==> src/rtl/output_port_allocator.sv <==
// Packet-level allocator for one router output port.
// Drives the matrix arbiter, holds the output per packet and tracks credits.
module output_port_allocator #(
    parameter int CHANNELS = 5,
    parameter int CREDITS  = 4,
    parameter int CNT_W    = 3
) (
    input  logic                CLK,
    input  logic                RST,
    input  logic [CHANNELS-1:0] in_valid,
    input  logic [CHANNELS-1:0] in_head,
    input  logic [CHANNELS-1:0] in_tail,
    output logic [CHANNELS-1:0] in_pop,
    output logic [CHANNELS-1:0] arb_request,
    input  logic [CHANNELS-1:0] arb_grant,
    output logic [CHANNELS-1:0] xbar_sel,
    output logic                out_valid,
    input  logic                credit_in,
    output logic [CNT_W-1:0]    credit_count,
    output logic                locked
);

    typedef enum logic {
        IDLE,
        LOCKED
    } state_t;

    localparam logic [CNT_W-1:0] CRED_MAX = CNT_W'(CREDITS);

    state_t              state_q, state_d;
    logic [CHANNELS-1:0] owner_q, owner_d;
    logic [CNT_W-1:0]    credit_q, credit_d;
    logic [CHANNELS-1:0] sel;
    logic                has_credit;
    logic                xfer;

    always_ff @(posedge CLK) begin
        if (RST) begin
            state_q  <= IDLE;
            owner_q  <= '0;
            credit_q <= CRED_MAX;
        end else begin
            state_q  <= state_d;
            owner_q  <= owner_d;
            credit_q <= credit_d;
        end
    end

    always_comb begin
        state_d     = state_q;
        owner_d     = owner_q;
        sel         = '0;
        arb_request = '0;
        has_credit  = (credit_q != '0);
        unique case (state_q)
            IDLE: begin
                if (has_credit) begin
                    arb_request = in_valid & in_head;
                end
                // Only honour a grant for a line we actually requested.
                if (|(arb_grant & arb_request)) begin
                    sel     = arb_grant & arb_request;
                    owner_d = sel;
                    if (!(|(sel & in_tail))) begin
                        state_d = LOCKED;
                    end
                end
            end
            LOCKED: begin
                if (has_credit && |(owner_q & in_valid)) begin
                    sel = owner_q;
                    if (|(owner_q & in_tail)) begin
                        state_d = IDLE;
                    end
                end
            end
        endcase
        // Reset drops the lock at once: nothing may leave during it.
        if (RST) begin
            arb_request = '0;
            sel         = '0;
        end
    end

    assign xfer = |sel;

    always_comb begin
        credit_d = credit_q;
        if (xfer && !credit_in) begin
            credit_d = credit_q - 1'b1;
        end else if (!xfer && credit_in && credit_q != CRED_MAX) begin
            credit_d = credit_q + 1'b1;
        end
    end

    assign in_pop       = sel;
    assign xbar_sel     = sel;
    assign out_valid    = xfer;
    assign credit_count = credit_q;
    assign locked       = (state_q == LOCKED);

endmodule

==> config.mk <==
export PLATFORM = sky130hd
export DESIGN_NAME = output_port_allocator
export DESIGN_NICKNAME = d
export VERILOG_FILES = /design/src/rtl/output_port_allocator.sv
export SDC_FILE = /design/constraint.sdc
export NUM_CORES = 1
export LEC_CHECK = 0
export ABC_AREA = 1
export CORE_UTILIZATION = 36
export DETAILED_ROUTE_END_ITERATION = 10
export GPL_TIMING_DRIVEN = 0
export PLACE_DENSITY = 0.76
export SKIP_CTS_REPAIR_TIMING = 1
export SLEW_MARGIN = 20
export SYNTH_ARGS = -nofsm -noshare
export SYNTH_HDL_FRONTEND = slang
export SYNTH_SLANG_ARGS = --single-unit
==> constraint.sdc <==
create_clock -name CLK -period 1.7 [get_ports CLK]
set_input_delay 0.255 -clock CLK [delete_from_list [all_inputs] [get_ports CLK]]
set_output_delay 0.255 -clock CLK [all_outputs]
set_load 0.005 [all_outputs]
==> reports/metrics.csv, run 1 <==
metric;value;unit
drt drc;0;
initial antenna violation count;0;
Avg Cell Area, Syn;6.35;um2
Initial Util;38.5;%
Row Count;17;
die height;50.6;um
CTS buffer count;3;
HP Class;in2reg;
Die Area;2560;um2
Reg clk slew, reported paths;0.06;ns
Slew @ Worst Pin;0.263;ns
dpl ws;-0.688;ns
failing checks;setup timing;
relative slew slack;82.4;%
n_diodes;0;
Most Crowded Layer GR;met2;
pin count of the biggest net entering global routing;11;
area grow syn2layout;92.9;%
final setup fails;14;
core area;2210;um2
critical-path cell list;inv_4, nand3_4, buf_6, nand3_1, nand2_2, nor2_4, nand3_4, buf_4, dlymetal6s2s_1;
Leak Pwr;0.000988;uW
crit path DAT;1.77;ns
Post-Syn Area;851;um2
syn nets;158;
CP max stage delay;0.36;ns
drt initial violations;49;
gpl congestion;0.893;
Crit. End Element;primary output;
met2 usage;35.6;%
Hold Path Stages;4;
DP HPWL;2020;um
worst setup margin;-0.327;ns
Cells after Synth;134;
Nets;225;
period utilisation layout;119;%
Slowest cell on crit path;dfxtp_4;
share of post-route cells with drive strength above 1;39.0;%
Max Fclk;493;MHz
grt met3 use;5.45;%
final WL;2910;um
die width;50.6;um
fin. max-slew vios;0;
Via density;5.03;
antenna viol nets, final;0;
root buf cell;clkbuf_4;
startpoint types;flop;
clk_skew;0.00240;ns
Vias;1147;
IO buf count;42;
placed inst area;1330;um2
clk buf depth;2;
Crit path top cell by count;nand3_4;
final hold viol count;0;
worst skew pair latency;0.26;ns
first-pass GRT wire length;3950;um
run status;complete, but fails checks;
share of the synthesized area in the top cell type;21.2;%
# IOs;43;
GRT Util Overall;20.1;%
Yosys cell types;23;
pwr dens;689;nW/um2
YS warnings;0;
post-route cell area;1640;um2
RSZ-0062 raised after global routing;true;
Peak VDD IR;0.646;mV
post-synthesis sequential area ratio;21.2;%
CP Max Fanout;7;
router iterations before antenna repair;4;
GRT met1 Usage;23.7;%
maxcap violations;0;
Min Clock Period, post-route;2.03;ns
# clock sinks;9;
register bit total from synthesis;9;
CTS HTree Levels;1;
worst setup path class;reg2out;
top post-synthesis cells by area;dfxtp_1, nand2_1, inv_1;
R2R cell count;12;
Yosys top cell by area;dfxtp_1;
GR Overflow Total;0;
mean routed wirelength per cell;12.8;um
vias in the first global route;944;
TritonCTS clock tree;done;
Worst EP required;1.44;ns
## cell usage after synthesis, drive strengths merged
library cell,instances
buf,6
a31oi,1
dfxtp,9
nand2,38
inv,22
fa,1
nor2,18
nor3,4
nand3,14
a21oi,3
a221oi,2
nand4,9
o21ai,7
## per-stage QoR
| stage | util, % | hold WS (ns) | setup TNS, ns | power, uW | cells |
|---|---|---|---|---|---|
| after global routing | 74.2 | 0.436 | -3.74 | 1210 | 228 |
| after CTS | 61.2 | 0.536 | -7.82 | 980 | 208 |
| after global placement | 60.0 | 0.509 | -8.31 | 808 | 204 |
| final | 74.2 | 0.417 | -1.87 | 1130 | 228 |
| after detailed placement | 60.0 | 0.522 | -8.77 | 816 | 204 |
| after floorplan | - | 0.400 | -0.221 | 599 | 134 |
## cell families after synthesis
| kind of cell | count (synthesis) | synth area share [%] |
|---|---|---|
| AO/OA/AOI/OAI | 13 | 8.68 |
| adder cells (fa/ha/maj) | 1 | 2.35 |
| buffers and inverters | 28 | 15.7 |
| flip-flops | 9 | 21.2 |
| AND/OR/NAND/NOR | 83 | 52.1 |
## critical path, delay by kind of cell (launching register included)
| family | cells | cell delay (ns) |
|---|---|---|
| AND/OR/NAND/NOR | 5 | 0.62 |
| buffers and inverters | 4 | 0.53 |
| flip-flops | 1 | 0.36 |
## cell type report
type / count / area (um2)
Inverter: 22 / 92.6
Timing Repair Buffer: 62 / 609
Sequential cell: 9 / 204
Fill cell: 173 / 571
Multi-Input combinational cell: 98 / 622
Clock buffer: 4 / 26.3
Buffer: 5 / 52.6
Tap cell: 28 / 35.0
## flip-flops by register name (all words and copies together) (netlist names)
register and flops:
owner_q 5, credit_count 3, locked 1
## power breakdown
group	leakage [uW]	switching (uW)	total [uW]	internal, uW
Clock	0.0000150	80.0	171	90.7
Sequential	0.0000782	63.5	333	269
Combinational	0.000895	309	628	319
## final timing paths
check        slack (ns)                         start                            to
max reg2reg       -0.31  credit_count[0]$_SDFFE_PP0P_  credit_count[1]$_SDFFE_PP0P_
min reg2reg        0.52  credit_count[2]$_SDFFE_PP1P_  credit_count[2]$_SDFFE_PP1P_
max               -0.33  credit_count[0]$_SDFFE_PP0P_                     out_valid
min                0.42                           RST             locked$_SDFF_PP0_
## metal layers
metal | wire length (um) | vias up
li1 | - | 569
met1 | 1140 | 524
met2 | 1520 | 48
met3 | 192 | 6
met4 | 51 | 0
met5 | 0 | -
## cell usage in the layout (no fill, tap or decap), types with 4 or more instances in the layout
cell,synthesis,final
clkdlybuf4s50_1,0,21
inv_1,17,15
buf_6,1,7
dfxtp_2,0,4
nor2_1,11,9
nand2_1,31,28
nand4_1,8,8
nor2_4,2,5
nand2_2,6,8
dfxtp_4,0,5
dlymetal6s2s_1,0,17
nand3_1,11,10
nor2_2,5,5
buf_4,5,20
inv_4,1,4
Note: power is estimated with default switching activity, not from simulation.
==> run 2, diff against run 1 <==
--- a/config.mk
+++ b/config.mk
@@ -10,6 +10,7 @@
 export DETAILED_ROUTE_END_ITERATION = 10
 export GPL_TIMING_DRIVEN = 0
 export PLACE_DENSITY = 0.76
+export REMOVE_ABC_BUFFERS = 1
 export SKIP_CTS_REPAIR_TIMING = 1
 export SLEW_MARGIN = 20
 export SYNTH_ARGS = -nofsm -noshare
==> run 2 against run 1 <==
Against the previous run:
- combinational power is 7.3% higher
- wire length grew 8.1%
- count of clock-buffer cells in the layout unchanged
- critical endpoint is now xbar_sel[4]
- fmax about the same
- global-route usage is 0.95 points higher
- worst setup slack worse by 0.0012 ns
- first-iteration DRC count up 16%
- worst hold slack got worse by 0.060 ns
- the run still ends with setup timing left
==> reports/metrics.csv, run 2 (synthesized netlist as in run 1, its figures left out) <==
metric;value;unit
Max Fclk;493;MHz
worst setup path class;reg2out;
Hold Path End;owner_q[0]$_SDFFE_PP0P_;
reg2reg start;credit_count[2]$_SDFFE_PP1P_;
pin count of the biggest net entering global routing;16;
core area;2210;um2
failing checks;setup timing;
die height;50.6;um
IO buf count;42;
Initial Util;38.5;%
die width;50.6;um
Row Count;17;
Leak Pwr;0.000980;uW
GRT Util Overall;21.0;%
Min Clock Period, post-route;2.03;ns
pwr dens;724;nW/um2
DP HPWL;2010;um
n_diodes;0;
initial antenna violation count;0;
CTS buffer count;3;
# clock sinks;9;
Largest register FFs;5;
crit path DAT;1.77;ns
critical-path cell list;inv_4, nand3_4, nand3_2, nor2_4, nand2_1, nand2_2, clkdlybuf4s50_1;
Nets;222;
# IOs;43;
worst skew pair latency;0.27;ns
CP Max Fanout;6;
Worst EP required;1.44;ns
R2R Setup Slk;-0.29;ns
clk_skew;0.0113;ns
maxcap violations;0;
first-pass GRT wire length;4040;um
Reg clk slew, reported paths;0.07;ns
HP Class;in2reg;
r2r endpoint;credit_count[2]$_SDFFE_PP1P_;
drt initial violations;57;
CP delay by family, top;buffers and inverters;
gpl congestion;0.846;
Slew @ Worst Pin;0.289;ns
Via density;5.24;
critical path depth;7;
R2R cell count;14;
RSZ-0062 raised after global routing;true;
antenna viol nets, final;0;
period utilisation layout;119;%
Die Area;2560;um2
final WL;3140;um
mean routed wirelength per cell;14.0;um
placed inst area;1260;um2
worst setup margin;-0.328;ns
Buf/Inv on CP;2;
router iterations before antenna repair;5;
Top reg by flops;owner_q;
root buf cell;clkbuf_4;
drt drc;0;
TritonCTS clock tree;done;
final setup fails;9;
Peak VDD IR;0.709;mV
commonest non-fill, non-tap cell in the layout;nand2_1;
relative slew slack;80.7;%
final hold viol count;0;
Pwr Total;1180;uW
post-route cell area;1630;um2
area grow syn2layout;91.8;%
CP max stage delay;0.51;ns
Hold Path Stages;3;
share of post-route cells with drive strength above 1;38.6;%
Crit. End Element;primary output;
commonest cells after routing, fill and taps aside;nand2_1, clkdlybuf4s50_1, buf_4, dlymetal6s2s_1, inv_1;
run status;complete, but fails checks;
GR Overflow Total;0;
fin. max-slew vios;0;
clk buf depth;2;
Vias;1180;
Slowest cell on crit path;clkdlybuf4s50_1;
worst min-delay path startpoint;in_valid[0];
vias in the first global route;956;
startpoint types;flop;
CTS HTree Levels;1;
-- run 2: where the power goes --
part	total, uW	internal [uW]	switching, uW
logic	674	337	337
clock network	173	90.7	82.6
registers	335	268	66.7
-- run 2: through the flow --
step	std cells	setup TNS (ns)	utilization (%)	hold WS [ns]	setup WS (ns)
floorplan	128	-0.516	-	0.400	-0.296
global placement	198	-9.44	56.8	0.514	-0.736
detailed placement	198	-9.87	56.8	0.532	-0.761
CTS	202	-9.04	58.0	0.537	-0.665
global route	225	-2.76	73.8	0.375	-0.384
finish	225	-1.84	73.8	0.357	-0.328
-- run 2: final cells by class --
class / count / area [um2]
Multi-Input combinational cell: 98 / 631
Tap cell: 28 / 35.0
Clock buffer: 4 / 26.3
Timing Repair Buffer: 64 / 638
Sequential cell: 9 / 204
Inverter: 22 / 97.6
Fill cell: 178 / 581
-- run 2: metal layers --
layer	track usage, %	wire length, um	share of wire (%)	vias to the layer above
li1	-	-	-	560
met2	37.6	1670	53	71
met3	6.67	247	7.9	4
met5	0	0	0	-
met4	4.17	32	1.0	0
met1	24.2	1200	38	545
-- run 2: worst max-delay path by stage --
stage	startpoint	endpoint	slack [ns]
global placement	RST	credit_count[2]$_SDFFE_PP1P_	-0.74
finish	credit_count[2]$_SDFFE_PP1P_	xbar_sel[4]	-0.33
CTS	credit_count[0]$_SDFFE_PP0P_	out_valid	-0.67
global route	credit_count[2]$_SDFFE_PP1P_	credit_count[2]$_SDFFE_PP1P_	-0.38
floorplan	credit_count[0]$_SDFFE_PP0P_	credit_count[2]$_SDFFE_PP1P_	-0.30
detailed placement	RST	credit_count[2]$_SDFFE_PP1P_	-0.76
-- run 2: worst reg2reg max path: stages, from the launching register on --
cell     delay [ns]
dfxtp_2        0.37
inv_4          0.06
nand3_4        0.13
nand3_2        0.12
nor2_4         0.15
nand2_1        0.08
nand2_2        0.11
nor2_4         0.06
nand3_4        0.09
nand2_4        0.05
fa_2           0.34
inv_1          0.06
nand4_1        0.10
nand3_1        0.10
nand3_1        0.08
==> run 3, diff against run 2 <==
--- a/config.mk
+++ b/config.mk
@@ -7,6 +7,7 @@
 export LEC_CHECK = 0
 export ABC_AREA = 1
 export CORE_UTILIZATION = 36
+export CTS_BUF_LIST = sky130_fd_sc_hd__clkbuf_4 sky130_fd_sc_hd__clkbuf_8 sky130_fd_sc_hd__clkbuf_16
 export DETAILED_ROUTE_END_ITERATION = 10
 export GPL_TIMING_DRIVEN = 0
 export PLACE_DENSITY = 0.76
==> run 3 against run 2 <==
Against the previous run:
- the run still ends with setup timing left
- sequential cell count unchanged
- register-to-register slack hardly changed
- critical endpoint is now out_valid
- critical path depth is 3 higher
- final area increased by 0.23%
- critical path type unchanged
- worst hold slack lost 0.0047 ns
==> reports/metrics.csv, run 3 (synthesized netlist as in run 1, its figures left out) <==
metric;value;unit
run status;complete, but fails checks;
failing checks;setup timing;
Worst EP required;1.44;ns
Leak Pwr;0.000984;uW
area grow syn2layout;92.2;%
CTS buffer count;3;
fin. max-slew vios;0;
Nets;222;
R2R cell count;13;
CTS HTree Levels;1;
worst min-delay path startpoint;in_valid[0];
# IOs;43;
crit path capture;out_valid;
filler instances;181;
R2R Setup Slk;-0.30;ns
commonest non-fill, non-tap cell in the layout;nand2_1;
dpl ws;-0.761;ns
TritonCTS clock tree;done;
die height;50.6;um
IO buf count;42;
final setup fails;9;
pin count of the biggest net entering global routing;16;
Crit. End Element;primary output;
Row Count;17;
Reg clk slew, reported paths;0.07;ns
drt initial violations;46;
Die Area;2560;um2
Initial Util;38.5;%
# clock sinks;9;
RSZ-0062 raised after global routing;true;
final core occ;73.9;%
GRT Util Overall;21.1;%
final WL;3160;um
worst skew pair latency;0.28;ns
first-pass GRT wire length;4070;um
gpl congestion;0.846;
GR Overflow Total;0;
Max Fclk;499;MHz
relative slew slack;80.5;%
drt drc;0;
worst setup margin;-0.304;ns
router iterations before antenna repair;5;
r2r endpoint;credit_count[1]$_SDFFE_PP0P_;
commonest cells after routing, fill and taps aside;nand2_1, clkdlybuf4s50_1, buf_4, dlymetal6s2s_1, inv_1;
final hold viol count;0;
Min Clock Period, post-route;2.00;ns
period utilisation layout;118;%
startpoint types;flop;
pwr dens;734;nW/um2
vias in the first global route;959;
core area;2210;um2
Vias;1181;
Slew @ Worst Pin;0.291;ns
share of post-route cells with drive strength above 1;39.1;%
worst setup path class;reg2out;
Top reg by flops;owner_q;
DP HPWL;2010;um
initial antenna violation count;0;
Largest register FFs;5;
root buf cell;clkbuf_4;
HP Class;in2reg;
n_diodes;0;
CP Max Fanout;6;
crit path DAT;1.75;ns
Peak VDD IR;0.680;mV
reg2reg start;owner_q[2]$_SDFFE_PP0P_;
Critical Path Source;owner_q[2]$_SDFFE_PP0P_;
setup TNS;-1.85;ns
maxcap violations;0;
Via density;5.25;
mean routed wirelength per cell;14.0;um
antenna viol nets, final;0;
clk_skew;0.0124;ns
die width;50.6;um
clk buf depth;2;
## run 3: area by class of cell
class | instances | area [um2] | area share [%]
repair buffers | 64 | 638 | 39.0
well taps | 28 | 35.0 | 2.14
multi-input cells | 98 | 631 | 38.6
flip-flops and latches | 9 | 204 | 12.5
clock buffers | 4 | 30.0 | 1.84
inverters | 22 | 97.6 | 5.97
## run 3: worst min-delay path by stage
stage,end,slack (ns),cells after the start
3_5_place_dp,owner_q[1]$_SDFFE_PP0P_,0.53,2
5_1_grt,owner_q[0]$_SDFFE_PP0P_,0.37,3
4_1_cts,owner_q[1]$_SDFFE_PP0P_,0.54,2
2_1_floorplan,credit_count[2]$_SDFFE_PP1P_,0.40,2
3_3_place_gp,owner_q[1]$_SDFFE_PP0P_,0.51,2
6_report,owner_q[0]$_SDFFE_PP0P_,0.35,3
## run 3: stage by stage
step | total power, uW | area (um2) | hold slack, ns | cells
floorplan | 570 | 802 | 0.400 | 128
global placement | 776 | 1260 | 0.514 | 198
detailed placement | 790 | 1260 | 0.532 | 198
CTS | 985 | 1290 | 0.537 | 202
global route | 1270 | 1640 | 0.372 | 225
finish | 1200 | 1640 | 0.352 | 225
## run 3: metal layers
metal	GRT usage [%]	wire, um
met4	4.17	68
met1	24.6	1240
met5	0	0
met2	37.6	1640
met3	6.67	212
## run 3: critical path, cell delays in order, from the launching register on
cell and delay (ns):
dfxtp_2 0.35, nand2_1 0.10, nand2_2 0.07, nor2_4 0.13, nand2_4 0.09, nand4_1 0.11
nand2_2 0.09, nor2_4 0.14, nand3_4 0.10, buf_4 0.14, dlymetal6s2s_1 0.14
## run 3: power by group
part / total [uW] / internal (uW) / leakage [uW] / switching [uW]
clock: 193 / 107 / 0.0000184 / 86.3
sequential: 335 / 268 / 0.0000782 / 66.5
combinational: 673 / 337 / 0.000887 / 335
total: 1200 / 712 / 0.000984 / 488
